File: src/rtl/fifo_pkg.sv
// Shared definitions for the FIFO read-side stream master and its skid buffer.
package fifo_pkg;
  localparam int FIFO_DATA_WIDTH = 16;
  localparam int FIFO_PKT_LEN    = 8;
  localparam int SKID_DEPTH      = 2;

  typedef logic [FIFO_DATA_WIDTH-1:0] fifo_word_t;
endpackage

File: src/rtl/fifo_rd_skid.sv
// Two-entry circular skid buffer: captures FIFO read data, presents the head entry.
module fifo_rd_skid
  import fifo_pkg::*;
#(
  parameter int DATA_WIDTH = FIFO_DATA_WIDTH
) (
  input  logic                  clk,
  input  logic                  rst,
  input  logic                  flush,
  input  logic                  push,
  input  logic [DATA_WIDTH-1:0] push_data,
  input  logic                  pop,
  output logic [1:0]            occ,
  output logic [DATA_WIDTH-1:0] head_data,
  output logic                  head_valid
);

  logic [DATA_WIDTH-1:0] mem [SKID_DEPTH];
  logic                  wr_ptr;
  logic                  rd_ptr;

  // NOTE: sequential state uses <= so every register samples pre-edge values;
  // the entries are reset too because the head entry drives m_data, which must read 0 in reset.
  always_ff @(posedge clk or negedge rst) begin
    if (!rst) begin
      for (int i = 0; i < SKID_DEPTH; i++) mem[i] <= '0;
      wr_ptr <= 1'b0;
      rd_ptr <= 1'b0;
      occ    <= 2'd0;
    end else if (flush) begin
      wr_ptr <= 1'b0;
      rd_ptr <= 1'b0;
      occ    <= 2'd0;
    end else begin
      if (push) begin
        mem[wr_ptr] <= push_data;
        wr_ptr      <= ~wr_ptr;
      end
      if (pop) rd_ptr <= ~rd_ptr;
      occ <= occ + {1'b0, push} - {1'b0, pop};
    end
  end

  assign head_valid = (occ != 2'd0);
  assign head_data  = mem[rd_ptr];

endmodule

File: src/rtl/fifo_rd_stream.sv
// FIFO read-side master: issues reads against buffer credit, hides the 1-cycle read
// latency behind a skid buffer and frames the output stream into PKT_LEN-word packets.
module fifo_rd_stream
  import fifo_pkg::*;
#(
  parameter int DATA_WIDTH = FIFO_DATA_WIDTH,
  parameter int PKT_LEN    = FIFO_PKT_LEN,
  parameter int PCNT_WIDTH = 16
) (
  input  logic                  clk,
  input  logic                  rst,
  input  logic                  fifo_empty,
  input  logic [DATA_WIDTH-1:0] fifo_dout,
  output logic                  fifo_ren,
  input  logic                  flush,
  output logic [DATA_WIDTH-1:0] m_data,
  output logic                  m_valid,
  output logic                  m_last,
  input  logic                  m_ready,
  output logic [7:0]            beat_idx,
  output logic [PCNT_WIDTH-1:0] pkt_cnt
);

  logic [1:0] occ;
  logic [2:0] credit;
  logic       inflight;
  logic       pop;
  logic       at_last;

  assign pop = m_valid & m_ready;

  // Words already buffered plus the one in flight, less the one leaving this cycle.
  assign credit   = {1'b0, occ} + {2'b00, inflight} - {2'b00, pop};
  assign fifo_ren = rst & ~fifo_empty & ~flush & (credit < 3'(SKID_DEPTH));

  always_ff @(posedge clk or negedge rst) begin
    if (!rst) inflight <= 1'b0;
    else      inflight <= fifo_ren;
  end

  fifo_rd_skid #(
    .DATA_WIDTH(DATA_WIDTH)
  ) u_skid (
    .clk       (clk),
    .rst       (rst),
    .flush     (flush),
    .push      (inflight),
    .push_data (fifo_dout),
    .pop       (pop),
    .occ       (occ),
    .head_data (m_data),
    .head_valid(m_valid)
  );

  assign at_last = (beat_idx == 8'(PKT_LEN - 1));
  // Gated by m_valid so the flag reads 0 in reset even when PKT_LEN is 1.
  assign m_last  = m_valid & at_last;

  always_ff @(posedge clk or negedge rst) begin
    if (!rst) begin
      beat_idx <= 8'd0;
      pkt_cnt  <= '0;
    end else if (flush) begin
      beat_idx <= 8'd0;
    end else if (pop) begin
      if (at_last) begin
        beat_idx <= 8'd0;
        pkt_cnt  <= pkt_cnt + PCNT_WIDTH'(1);
      end else begin
        beat_idx <= beat_idx + 8'd1;
      end
    end
  end

endmodule

File: config.mk
export PLATFORM = sky130hd
export DESIGN_NAME = fifo_rd_stream
export DESIGN_NICKNAME = d
export VERILOG_FILES = /design/src/rtl/fifo_pkg.sv /design/src/rtl/fifo_rd_skid.sv /design/src/rtl/fifo_rd_stream.sv
export SDC_FILE = /design/constraint.sdc
export NUM_CORES = 1
export LEC_CHECK = 0
export BUFFER_PORTS_ARGS = -buffer_cell sky130_fd_sc_hd__buf_2
export CORE_ASPECT_RATIO = 0.5
export CORE_MARGIN = 2
export CORE_UTILIZATION = 40
export CTS_CLUSTER_SIZE = 40
export DETAILED_ROUTE_END_ITERATION = 12
export PLACE_DENSITY = 0.59
export SKIP_LAST_GASP = 1
export SLEW_MARGIN = 0
export SYNTH_ARGS = -nofsm -noshare
export SYNTH_HDL_FRONTEND = slang
export SYNTH_SLANG_ARGS = --single-unit
File: constraint.sdc
create_clock -name clk -period 3.5 [get_ports clk]
set_clock_uncertainty 0.1 [all_clocks]
set_input_delay 0.35 -clock clk [delete_from_list [all_inputs] [get_ports clk]]
set_output_delay 0.35 -clock clk [all_outputs]
set_load 0.005 [all_outputs]
==> results.json <==
{
  "outcome": "finished, final reports clean",
  "antenna_found_initial": 0,
  "drt_iter0_markers": 57,
  "max_slew_margin_pct": 42.0,
  "reg2reg_depth": 7,
  "ys_ff_latch": 61,
  "syn2layout_area_growth_pct": 25.5,
  "clkSinkCount": 61,
  "dp.final_hpwl_um": 3820,
  "firstDrtPassIters": 4,
  "ant_nets": 0,
  "fin_cells": 392,
  "crit_arrival_ps": 2730,
  "fin_ws_ps": 323,
  "dieArea_um2": 7890,
  "synth_nets": 252,
  "cts-buffers-inserted": 9,
  "drv_slew": 0,
  "holdWs_ps": 121,
  "setup_violations": 0,
  "final_cell_mix": "buf_2 (63), dfrtp_1 (61), mux2_2 (49)",
  "die_x_um": 124,
  "avgRoutedWirePerCell_um": 14.3,
  "clk_pin_slew_worst_paths_ps": 50,
  "crit_fanout": 9,
  "maxCapViolations": 0,
  "powerDensity_nw_per_um2": 711,
  "irDropWorstVdd_uv": 486,
  "syn_area_um2": 2860,
  "fin_area_um2": 3590,
  "cp-start-kind": "register",
  "yosysWarnings": 0,
  "grt_setup_unrepaired": "false",
  "clock_path_buffers": 2,
  "post-route-period-util_pct": 90.8,
  "core_um2": 6810,
  "grt_start_max_net_pins": 62,
  "tns_ps": 0,
  "track_usage_pct": 16.4,
  "fillers": 596,
  "cts_tree": "built",
  "finalWirelength_um": 5610,
  "drc": 0,
  "grt_pass1_vias": 2055,
  "gr-total-overflow": 0,
  "crit_required_ps": 3050,
  "p_leak_nw": 1.79,
  "cts_setup_buffers": 0,
  "hold_path_class": "input pin to asynchronous set/reset pin",
  "crit_type": "register to output port",
  "start_util_pct": 42.0,
  "clock.fmax_mhz": 315,
  "port_buffers": 63,
  "grt_pass1_wl_um": 9650,
  "n_antenna_cell": 0,
  "num_vias": 1930,
  "gp_congestion": 0.741,
  "period_minus_slack_ps": 3180,
  "worstMarginPinSlew_ps": 867,
  "syn_inst": 226,
  "yosysUniqueCellTypes": 36,
  "finalHoldViolCount": 0,
  "clk_latency_ps": 330,
  "viasPerCell": 4.92,
  "placed_cell_area_um2": 3280,
  "nNetsFinal": 321,
  "cts-htree-levels": 3,
  "place_inst": 376,
  "ios": 64,
  "root_buffer": "clkbuf_16",
  "pre_cts_ws_ps": 463,
  "die_y_um": 63.8,
  "syn_area_per_cell_um2": 12.7,
  "row_count": 21,
  "drive_gt1_share_pct": 47.3,
  "yosysSeqAreaShare_pct": 53.3,
  "cp-end-kind": "output port",
  "final_common_cell": "buf_2"
}
==> worst max-delay path, cell delays in order, from the launching register on <==
cell,delay (ps)
dfrtp_1,410
o21ai_2,350
clkinv_1,160
ha_1,300
inv_1,40
ha_1,180
fa_1,450
nor4_1,330
buf_2,170
==> area by class of cell <==
cell class                      count  area [um^2]  share of cell area (%)
Multi-Input combinational cell    149         1270                    35.4
Inverter                            8         30.0                   0.836
Tap cell                           92          115                    3.20
Sequential cell                    61         1530                    42.5
Clock inverter                      4         45.0                    1.25
Timing Repair Buffer               66          338                    9.40
Clock buffer                       12          267                    7.42
==> stage by stage <==
| step | power, mW | util [%] |
|---|---|---|
| floorplan | 1.42 | - |
| global placement | 1.63 | 48.2 |
| detailed placement | 1.67 | 48.2 |
| CTS | 2.59 | 52.7 |
| global route | 2.71 | 52.8 |
| finish | 2.55 | 52.8 |
==> final timing paths <==
| kind | startpoint | end | slack, ps |
|---|---|---|---|
| min in group clk | fifo_dout[1] | u_skid.mem[1] | 170 |
| worst max-delay path | u_skid.occ[1] | fifo_ren | 320 |
| worst min register to register | pkt_cnt[15] | pkt_cnt[15] | 360 |
| max in group asynchronous | rst | pkt_cnt[7] | 2690 |
| worst min-delay path | rst | u_skid.mem[9] | 120 |
| worst max register to register | u_skid.occ[1] | inflight | 1060 |
==> logic make-up (layout without fill, tap and decap cells) <==
group / after synthesis / after routing / synth area share [%]
AOI/OAI and AO/OA: 12 / 12 / 2.10
and+or+nand+nor: 62 / 62 / 14.0
DFF: 61 / 61 / 53.3
buffers and inverters: 16 / 90 / 2.36
muxes: 49 / 49 / 19.3
adders and majority gates: 5 / 5 / 2.45
xor gates and xnor gates: 21 / 21 / 6.43
==> cells in the mapped netlist, drive strengths merged <==
master | n | area (um^2)
nand2b | 4 | 25.0
nor2b | 2 | 12.5
nand4 | 3 | 18.8
or2 | 2 | 12.5
mux2 | 49 | 552
buf | 2 | 15.0
or2b | 1 | 7.51
clkinv | 1 | 3.75
or4 | 6 | 48.8
nand3 | 6 | 30.0
nor3b | 1 | 12.5
or3 | 1 | 11.3
xor2 | 11 | 96.3
nand3b | 2 | 15.0
dfrtp | 61 | 1530
nand4b | 1 | 8.76
inv | 7 | 26.3
a21oi | 6 | 30.0
nand4bb | 1 | 11.3
nand2 | 10 | 37.5
ha | 4 | 50.1
and4 | 2 | 17.5
clkbuf | 6 | 22.5
o21ai | 6 | 30.0
nor2 | 9 | 33.8
xnor2 | 10 | 87.6
and3 | 2 | 12.5
nor3 | 5 | 40.0
fa | 1 | 20.0
nor4 | 4 | 46.3
==> report_power, final <==
part | switching, mW | leakage (nW) | internal [mW]
sequential | 0.129 | 0.802 | 0.892
clock | 0.301 | 0.158 | 0.604
combinational | 0.233 | 0.832 | 0.394
==> per-layer routing <==
layer	global-route usage, %	vias up	share of wire (%)
met5	0	-	0
met4	6.11	0	1.2
met3	8.39	5	6.4
met2	25.8	54	48
met1	19.3	945	44
li1	-	926	-
==> registers in the layout, summed over array words and instances, names as in the netlist <==
register	count
beat_idx	8
u_skid.occ	2
u_skid.mem	32
u_skid.wr_ptr	1
pkt_cnt	16
u_skid.rd_ptr	1
inflight	1
==> what timing repair did <==
item	CTS	global route
endpoints found under the setup margin	0	1
hold buffers	0	0
resized for setup	0	1
Power figures use the tool's default switching activity.
